### config.mk
export PLATFORM = sky130hd
export DESIGN_NAME = fp_div_result_queue
export DESIGN_NICKNAME = d
export VERILOG_FILES = /design/src/rtl/fp_div_result_queue.sv
export SDC_FILE = /design/constraint.sdc
export NUM_CORES = 1
export LEC_CHECK = 0
export CORE_MARGIN = 2
export CORE_UTILIZATION = 57
export CTS_CLUSTER_SIZE = 20
export DETAILED_ROUTE_END_ITERATION = 8
export PLACE_DENSITY = 0.83
export SYNTH_ARGS = -nofsm -noshare
export SYNTH_HDL_FRONTEND = slang
export SYNTH_SLANG_ARGS = --single-unit
### constraint.sdc
create_clock -name clk -period 4 [get_ports clk]
set_input_delay 0.6 -clock clk [delete_from_list [all_inputs] [get_ports clk]]
set_output_delay 0.6 -clock clk [all_outputs]
set_load 0.02 [all_outputs]
### src/rtl/fp_div_result_queue.sv
// Result FIFO behind the bfloat16 divider: first-word fall-through queue of
// quotient+flags, almost-full credit for the issuer, sticky exception/overrun flags.
module fp_div_result_queue #(
    parameter int DEPTH    = 4,
    parameter int AF_LEVEL = DEPTH - 1
) (
    input  logic                       clk,
    input  logic                       reset,
    input  logic                       in_valid,
    input  logic [15:0]                in_quotient,
    input  logic                       in_underflow,
    input  logic                       in_overflow,
    input  logic                       in_inexact,
    output logic                       out_valid,
    input  logic                       out_ready,
    output logic [15:0]                out_quotient,
    output logic [2:0]                 out_flags,
    output logic                       almost_full,
    output logic [$clog2(DEPTH):0]     count,
    output logic [2:0]                 sticky_flags,
    output logic                       overrun,
    input  logic                       flags_clr
);

    localparam int PW = $clog2(DEPTH);
    localparam int CW = PW + 1;

    // Entry layout: {underflow, overflow, inexact, quotient[15:0]}
    logic [18:0]   r_mem [DEPTH];
    logic [PW-1:0] r_wr_ptr;
    logic [PW-1:0] r_rd_ptr;
    logic [CW-1:0] r_count;
    logic          r_almost_full;
    logic [2:0]    r_sticky;
    logic          r_overrun;

    logic [18:0]   w_head;
    logic          w_full;
    logic          w_pop;
    logic          w_push;
    logic          w_drop;
    logic [CW-1:0] w_next_count;

    assign w_head = r_mem[r_rd_ptr];
    assign w_full = (r_count == CW'(DEPTH));
    assign w_pop  = (r_count != '0) & out_ready;
    // The divider cannot stall: a full queue only takes a result if it frees a slot this cycle.
    assign w_push = in_valid & (~w_full | w_pop);
    assign w_drop = in_valid & w_full & ~w_pop;

    always_comb begin
        w_next_count = r_count;
        if (w_push && !w_pop) begin
            w_next_count = r_count + CW'(1);
        end else if (w_pop && !w_push) begin
            w_next_count = r_count - CW'(1);
        end
    end

    always_ff @(posedge clk) begin
        if (w_push) begin
            r_mem[r_wr_ptr] <= {in_underflow, in_overflow, in_inexact, in_quotient};
        end
    end

    always_ff @(posedge clk or posedge reset) begin
        if (reset) begin
            r_wr_ptr      <= '0;
            r_rd_ptr      <= '0;
            r_count       <= '0;
            r_almost_full <= 1'b0;
        end else begin
            if (w_push) begin
                r_wr_ptr <= r_wr_ptr + PW'(1);
            end
            if (w_pop) begin
                r_rd_ptr <= r_rd_ptr + PW'(1);
            end
            r_count       <= w_next_count;
            r_almost_full <= (w_next_count >= CW'(AF_LEVEL));
        end
    end

    // Flags commit on consumption; a same-cycle pop or drop wins over flags_clr.
    always_ff @(posedge clk or posedge reset) begin
        if (reset) begin
            r_sticky  <= 3'b000;
            r_overrun <= 1'b0;
        end else begin
            if (flags_clr) begin
                r_sticky <= w_pop ? w_head[18:16] : 3'b000;
            end else if (w_pop) begin
                r_sticky <= r_sticky | w_head[18:16];
            end
            if (w_drop) begin
                r_overrun <= 1'b1;
            end else if (flags_clr) begin
                r_overrun <= 1'b0;
            end
        end
    end

    assign out_valid    = (r_count != '0);
    assign out_quotient = w_head[15:0];
    assign out_flags    = w_head[18:16];
    assign almost_full  = r_almost_full;
    assign count        = r_count;
    assign sticky_flags = r_sticky;
    assign overrun      = r_overrun;

endmodule

# After elaboration in Yosys (flattened, before gate mapping)
# Memory sizes are Yosys's and may differ from the RTL's.
# Index checks and enable logic that the tools add are counted.
word_totals:
  word_cells: 37
  output_inout_bits: 28
  register_bits: 12
  mem_count: 1
  ram_bits: 76
classes:
  n_bitwise: 8
  n_lt_le_gt_ge: 1
  n_addsub: 4
  reduce_logical: 7
  n_mux: 9
  n_eq_ne: 1
mem_list:
  columns: ["memory", "depth", "width", "read_ports", "rd_ports_with_merged_regs", "wr", "line", "rtl"]
  rows:
  - ["r_mem", 4, 19, 1, 0, 1, "29", "logic [18:0] r_mem [DEPTH];"]
ops:
  columns: ["op", "count"]
  rows:
  - ["3-bit two-way mux", 5]
  - ["2-bit by 1-bit adder with 2-bit output, second input constant", 2]
  - ["1-bit AND", 4]
  - ["1-bit two-way mux", 4]
  - ["2-bit nonzero test", 2]
  - ["3-bit by 1-bit adder with 3-bit output, second input constant", 1]
  - ["3-bit == test, second input constant", 1]
  - ["3-bit by 2-bit greater-or-equal comparator with 1-bit output, second input constant", 1]
  - ["3-bit bitwise OR", 1]
  - ["3-bit nonzero test", 1]
  - ["3-bit by 1-bit subtractor with 3-bit output, second input constant", 1]
  - ["1-bit logical AND", 2]
  - ["1-bit zero test", 2]
  - ["1-bit inverter", 2]
  - ["1-bit bitwise OR", 1]

# Logic depth before layout (Yosys ltp)
# Gate-level depths: netlist of run 1.
depth:
  ltp_word: 9
  depth_mapped: 6
  mapped_depth_nobuf: 6

# Worst setup path after synthesis of run 1
# Ideal clock, no wire load.
synth_path:
  path_kind: "reg-to-reg"
  startpoint: "register r_count[0], in the netlist count[0]"
  endpoint: "memory r_mem[0][0], enable pin"
  required_time_ns: 3.623
  synth_period_minus_slack_ns: 1.953
  stages_incl_launch_ff: 5
  slack_ns: 2.047
  arrival_ns: 1.576
  cell_sequence: "dfrtp_1 > inv_1 > ha_1 > nand3b_1 > and3_1"
synth_between:
  elab_chain_len: 6
synth_rtl:
  columns: ["item", "line", "rtl"]
  rows:
  - ["start: declaration", "32", "logic [CW-1:0] r_count;"]
  - ["start signal: assignment", "79", "r_count <= w_next_count;"]
  - ["3-bit nonzero test / 3-bit == test (equally long branches)", "46, 45", null]
  - ["1-bit AND / 1-bit inverter (equally long branches)", "46, 48", null]
  - ["1-bit bitwise OR *", "48", "assign w_push = in_valid & (~w_full | w_pop);"]
  - ["1-bit AND *", "48", null]
  - ["1-bit two-way mux *", "61", "if (w_push) begin"]
  - ["1-bit two-way mux (implied by the code) *", "62", "r_mem[r_wr_ptr] <= {in_underflow, in_overflow, in_inexact, in_quotient};"]
  - ["end: declaration", "29", null]
# Every way passes the cells marked *; elsewhere a longest branch is shown, timed or not.

# Worst setup path in the final report of run 1
layout_path:
  startpoint: "register r_rd_ptr[0]"
  endpoint: "output port out_flags[2]"
layout_between:
  elab_chain_len: 1
layout_rtl:
  columns: ["item", "line", "rtl"]
  rows:
  - ["start: declaration", "31", "logic [PW-1:0] r_rd_ptr;"]
  - ["start signal: assignment", "77", "r_rd_ptr <= r_rd_ptr + PW'(1);"]
  - ["memory 4 x 19 bit", null, null]
  - ["end: declaration", "17", "output logic [2:0] out_flags,"]
# Every way passes these cells.

==> summary.txt, run 1 <==
syn nets = 206
hold path endpoint = sticky_flags[2]
Worst R2R Start = count[1]
Resized cells post-CTS = 0
H-Tree Depth = 3
clock root cell = clkbuf_8
clk sinks = 88
FF+latch count, synth = 88
GRT Overall Usage = 0.188
Worst slew margin = 0.325
WHS Path Cells = 2
Worst EP arrival = 2550 ps
total gr overflow = 0
Residual DRC = 0
setup TNS = 0 ps
cells along the critical path = buf_4, mux4_1, clkdlybuf4s50_1
drt initial violations = 113
CTS tree = built
average size of a mapped cell = 19.9 µm²
Seq/Total Area, Yosys = 0.743
vias per cell = 5.65
remaining antenna violation count = 0
mapped cell area = 3480 µm²
clock buffer count from CTS = 9
Worst setup SP type = register
clock transition at the registers of the reported paths = 80 ps
CP max stage delay = 790 ps
worst skew pair latency = 340 ps
vias post-DR = 1768
CORE AREA = 5920 µm²
Multi-input gate area = 801 µm²
commonest non-fill, non-tap cell in the layout = edfxtp_1
Cell variety after synth = 31
worst endpoint required time = 3400 ps
Post-Syn Instances = 175
initial core utilization = 0.587
Die ar. = 6740 µm²
Area Overhead vs Synth = 21.1%
# setup viols final = 0
Final min period = 3150 ps
status = completed
Pwr Density = 727 nW/µm²
Syn. warnings = 0
largest fanout on the critical path = 13
post-CTS setup buffer count = 0
Worst Skew = 8.89 ps
LEAKAGE = 1.50 nW
die extent in y = 82.1 µm
Critical-path top delay cell = dfrtp_1
first-pass iteration count of the detailed router = 4
CTS hold repair buffers = 0
max-slew violations = 0
Max VDD drop = 0.420 mV
min-delay worst type = register to register
share of post-route cells with drive strength above 1 = 0.126
Register-to-Register Path Depth = 4
# rows = 28
initial antenna violation count = 0
antenna cells = 0
critical path endpoint category = output port
WL per Instance = 18.7 µm
Layout fillers = 392
Pwr Total = 3.06 mW
Layout Nets = 265
MaxCap Viol Count = 0
hold path start = sticky_flags[2]
dpl hpwl = 3790 µm
Die X = 82.1 µm
Tcrit/Tclk final = 0.789
Crit path max-delay family = buffers and inverters
CTS Buffer Depth = 2
total area of sequential cells = 2580 µm²
largest net degree at the start of global routing = 21
IO Port Bufs = 51
RR Endpoint = r_mem[2][18]
CP bufs+invs = 2
Routability Congestion = 0.868
R2R setup slack = 1690 ps
Fin. Hold Viols = 0
routed wire length = 5840 µm
first-pass GRT wire length = 8960 µm
Worst-Margin Slew = 1010 ps
RSZ-0062 raised after global routing = no
commonest non-fill, non-tap cells in the layout = 76 x edfxtp_1, 51 x clkdlybuf4s50_1, 15 x inv_1, 13 x mux4_2, 12 x dfrtp_1
Fmax = 317 MHz
critical path class = register to output port
number of global-route vias before repair = 1749
IO Pins = 52
layout make-up:
type                    count  area share
well taps                  75      0.0223
flip-flops and latches     88       0.613
repair buffers             53       0.125
multi-input cells          67       0.190
clock buffers              10      0.0303
clock inverters             5     0.00594
inverters                  15      0.0134
worst max-delay path by stage:
stage / cells past startpoint / start / to
2_1_floorplan: 4 / count[0] / r_mem[0][0]
3_3_place_gp: 3 / r_rd_ptr[0] / out_flags[2]
3_5_place_dp: 3 / r_rd_ptr[0] / out_flags[2]
4_1_cts: 3 / r_rd_ptr[0] / out_flags[2]
5_1_grt: 3 / r_rd_ptr[0] / out_flags[2]
6_report: 3 / r_rd_ptr[0] / out_flags[2]
worst min-delay path, stage by stage, from the launching register on:
cell and delay [ps]:
dfrtp_1 380, inv_1 50, o21ai_0 60
routing by layer:
metal	wire, µm	track usage	share of wire	vias to the layer above
li1	-	-	-	807
met4	60	0.0800	0.010	0
met3	236	0.0391	0.040	6
met1	2600	0.258	0.45	903
met5	0	0	0	-
met2	2940	0.297	0.50	52
metrics by stage:
stage | instance area (µm²) | hold WS [ps] | util | worst slack [ps] | cells
finish | 4210 | 525 | 0.711 | 846 | 313
global route | 4210 | 571 | 0.711 | 713 | 313
CTS | 4210 | 529 | 0.711 | 828 | 313
detailed placement | 4060 | 515 | 0.686 | 1200 | 298
global placement | 4060 | 511 | 0.686 | 1230 | 298
floorplan | 3480 | 465 | - | 2050 | 175
synth_stat cells:
| cell | instances | share of area |
|---|---|---|
| edfxtp_1 | 76 | 0.66 |
| nor2b_1 | 2 | 0.0036 |
| mux2i_1 | 1 | 0.0029 |
| mux4_2 | 13 | 0.084 |
| o311ai_0 | 1 | 0.0025 |
| o21ai_0 | 5 | 0.0072 |
| xor2_1 | 1 | 0.0025 |
| a22oi_2 | 1 | 0.0036 |
| nand3b_1 | 1 | 0.0022 |
| o2111ai_2 | 1 | 0.0043 |
| and2_1 | 1 | 0.0018 |
| a31oi_1 | 1 | 0.0018 |
| o22ai_1 | 1 | 0.0018 |
| dfrtp_1 | 12 | 0.086 |
| buf_6 | 2 | 0.0065 |
| buf_2 | 2 | 0.0029 |
| clkbuf_2 | 1 | 0.0014 |
| or2_2 | 1 | 0.0018 |
| a211o_1 | 1 | 0.0025 |
| inv_1 | 15 | 0.016 |
| and3_1 | 6 | 0.011 |
| xnor2_1 | 3 | 0.0076 |
| a21oi_1 | 1 | 0.0014 |
| nand3_1 | 2 | 0.0029 |
| o21ai_1 | 2 | 0.0029 |
| a211oi_1 | 1 | 0.0022 |
| nor2_1 | 1 | 0.0011 |
| ha_1 | 7 | 0.025 |
| nand2_1 | 6 | 0.0065 |
| mux4_1 | 6 | 0.045 |
| nand2b_1 | 1 | 0.0018 |
logic make-up (layout without fill, tap and decap cells):
logic type | after synthesis | in the layout | synth area share
muxes | 20 | 20 | 0.132
adders and majority gates | 7 | 7 | 0.0252
buffers and inverters | 20 | 83 | 0.0270
DFF | 88 | 88 | 0.743
and+or+nand+nor | 21 | 21 | 0.0324
AOI/OAI and AO/OA | 15 | 15 | 0.0302
xor gates and xnor gates | 4 | 4 | 0.0101
registers in the layout, indices dropped and copies added, names as in the netlist:
register      cells
sticky_flags      3
r_mem            76
overrun           1
r_wr_ptr          2
r_rd_ptr          2
almost_full       1
count             3
power by group:
group	internal [mW]	leakage [nW]	switching (mW)	total [mW]
Combinational	0.605	0.583	0.589	1.19
Clock	0.216	0.0770	0.283	0.499
Sequential	1.22	0.842	0.144	1.37
Total	2.04	1.50	1.02	3.06
Power figures use the tool's default switching activity.
==> inputs of run 2 (changes only) <==
CORE_UTILIZATION = 48   (was 57)
PLACE_DENSITY = 0.75   (was 0.83)
clock period = 2.8 ns   (was 4 ns; I/O delays follow)
==> run 2 against run 1 <==
Against the previous run:
- via count increased by 1.2%
- critical path depth unchanged
- register-to-register slack got worse by 850 ps
- first-iteration DRC count fell by 31%
- final area grew 4.4%
- critical endpoint unchanged
==> summary.txt, run 2 (synthesized netlist as in run 1, its figures left out) <==
status = completed
largest fanout on the critical path = 12 (-1)
total gr overflow = 0 (unchanged)
design area = 4400 µm² (+4.4%)
placed inst area = 4160 µm² (+2.5%)
Most flops, register = r_mem
Worst slew margin = 0.637 (+0.312)
CP Launch Point = r_rd_ptr[0]
commonest non-fill, non-tap cell in the layout = edfxtp_1
initial core utilization = 0.487 (-0.100)
Layout Nets = 273 (+3.0%)
clk sinks = 88 (unchanged)
share of post-route cells with drive strength above 1 = 0.162 (+0.0359)
Resized cells post-CTS = 0 (unchanged)
clock buffer count from CTS = 9 (unchanged)
dpl hpwl = 4080 µm (+7.8%)
Pwr Density = 1080 nW/µm² (+48%)
Residual DRC = 0 (unchanged)
IO Port Bufs = 51 (unchanged)
Register-to-Register Path Depth = 5 (+1)
CTS Buffer Depth = 2 (unchanged)
IO Pins = 52 (unchanged)
vias per cell = 5.17 (-8.4%)
Tcrit/Tclk final = 0.912
Die ar. = 7940 µm² (+18%)
Max VDD drop = 0.657 mV (+56%)
Fmax = 392 MHz
initial antenna violation count = 0 (unchanged)
Die X = 89.1 µm (+8.5%)
max-slew violations = 0 (unchanged)
Worst EP arrival = 2130 ps (-420 ps)
critical path class = register to output port
RSZ-0062 raised after global routing = no
critical path endpoint category = output port
commonest non-fill, non-tap cells in the layout = 76 x edfxtp_1, 51 x clkdlybuf4s50_1, 15 x inv_1, 13 x mux4_2, 12 x dfrtp_1
# rows = 31 (+11%)
Area Overhead vs Synth = 26.4%
WL per Instance = 17.5 µm (-6.2%)
worst skew pair latency = 340 ps (about the same)
CTS hold repair buffers = 0 (unchanged)
RR Endpoint = r_mem[3][14]
Fin. Hold Viols = 0 (unchanged)
min-delay worst type = primary input to async pin
post-CTS setup buffer count = 0 (unchanged)
Worst R2R Start = count[1]
end of the critical path = out_flags[2]
worst endpoint required time = 2380 ps (-1020 ps)
R2R setup slack = 840 ps (-850 ps)
CORE AREA = 7140 µm² (+21%)
Largest register FFs = 76 (unchanged)
CTS tree = built
clock transition at the registers of the reported paths = 80 ps (about the same)
Worst setup SP type = register
Final min period = 2550 ps
Worst-Margin Slew = 545 ps (-467 ps)
Routability Congestion = 0.863 (-0.61%)
H-Tree Depth = 3 (unchanged)
setup TNS = 0 ps (unchanged)
die extent in y = 89.1 µm (+8.5%)
vias post-DR = 1790 (+1.2%)
number of global-route vias before repair = 1858 (+6.2%)
# setup viols final = 0 (unchanged)
largest net degree at the start of global routing = 21 (unchanged)
LEAKAGE = 1.59 nW (+5.7%)
MaxCap Viol Count = 0 (unchanged)
remaining antenna violation count = 0 (unchanged)
clock root cell = clkbuf_8
antenna cells = 0 (unchanged)
first-pass GRT wire length = 9340 µm (+4.2%)
drt initial violations = 78 (-31%)
GRT Overall Usage = 0.166 (-0.0215)
routed wire length = 6060 µm (+3.7%)
Worst Skew = 9.38 ps (+0.492 ps)
first-pass iteration count of the detailed router = 4 (unchanged)
[run 2: worst min path at each step]
stage                      end            start  slack, ps
2_1_floorplan      almost_full            reset        280
3_3_place_gp   sticky_flags[0]  sticky_flags[0]        520
3_5_place_dp   sticky_flags[2]  sticky_flags[2]        530
4_1_cts               count[1]            reset        400
5_1_grt               count[1]            reset        420
6_report              count[2]            reset        400
[run 2: layer usage]
layer,part of all wire,GRT usage,routed length (µm)
met5,0,0,0
met4,0.017,0.0678,100
met3,0.047,0.0499,286
met2,0.50,0.262,3030
met1,0.44,0.218,2640
[run 2: power by group]
group	switching, mW	total (mW)	leakage (nW)	internal [mW]
Sequential	0.103	1.84	0.842	1.74
Clock	0.425	1.01	0.118	0.590
Combinational	0.961	1.87	0.628	0.912
[run 2: through the flow]
stage	power [mW]	hold WS (ps)	instances	utilization	setup WS, ps
5_1_grt	4.98	422	346	0.616	168
3_3_place_gp	3.72	520	330	0.583	609
4_1_cts	4.78	400	346	0.616	225
3_5_place_dp	3.77	525	330	0.583	608
6_report	4.73	398	346	0.616	247
2_1_floorplan	2.98	285	175	-	847
[run 2: worst max-delay path: stages, from the launching register on]
cell and delay (ps):
dfrtp_1 350, buf_4 240, mux4_1 640, clkdlybuf4s50_1 570
[run 2: area by class of cell]
class                   count  area (µm²)
inverters                  15        56.3
multi-input cells          67         801
clock inverters             6         108
fillers                   547        2740
clock buffers              10         128
flip-flops and latches     88        2580
well taps                  99         124
repair buffers             61         598
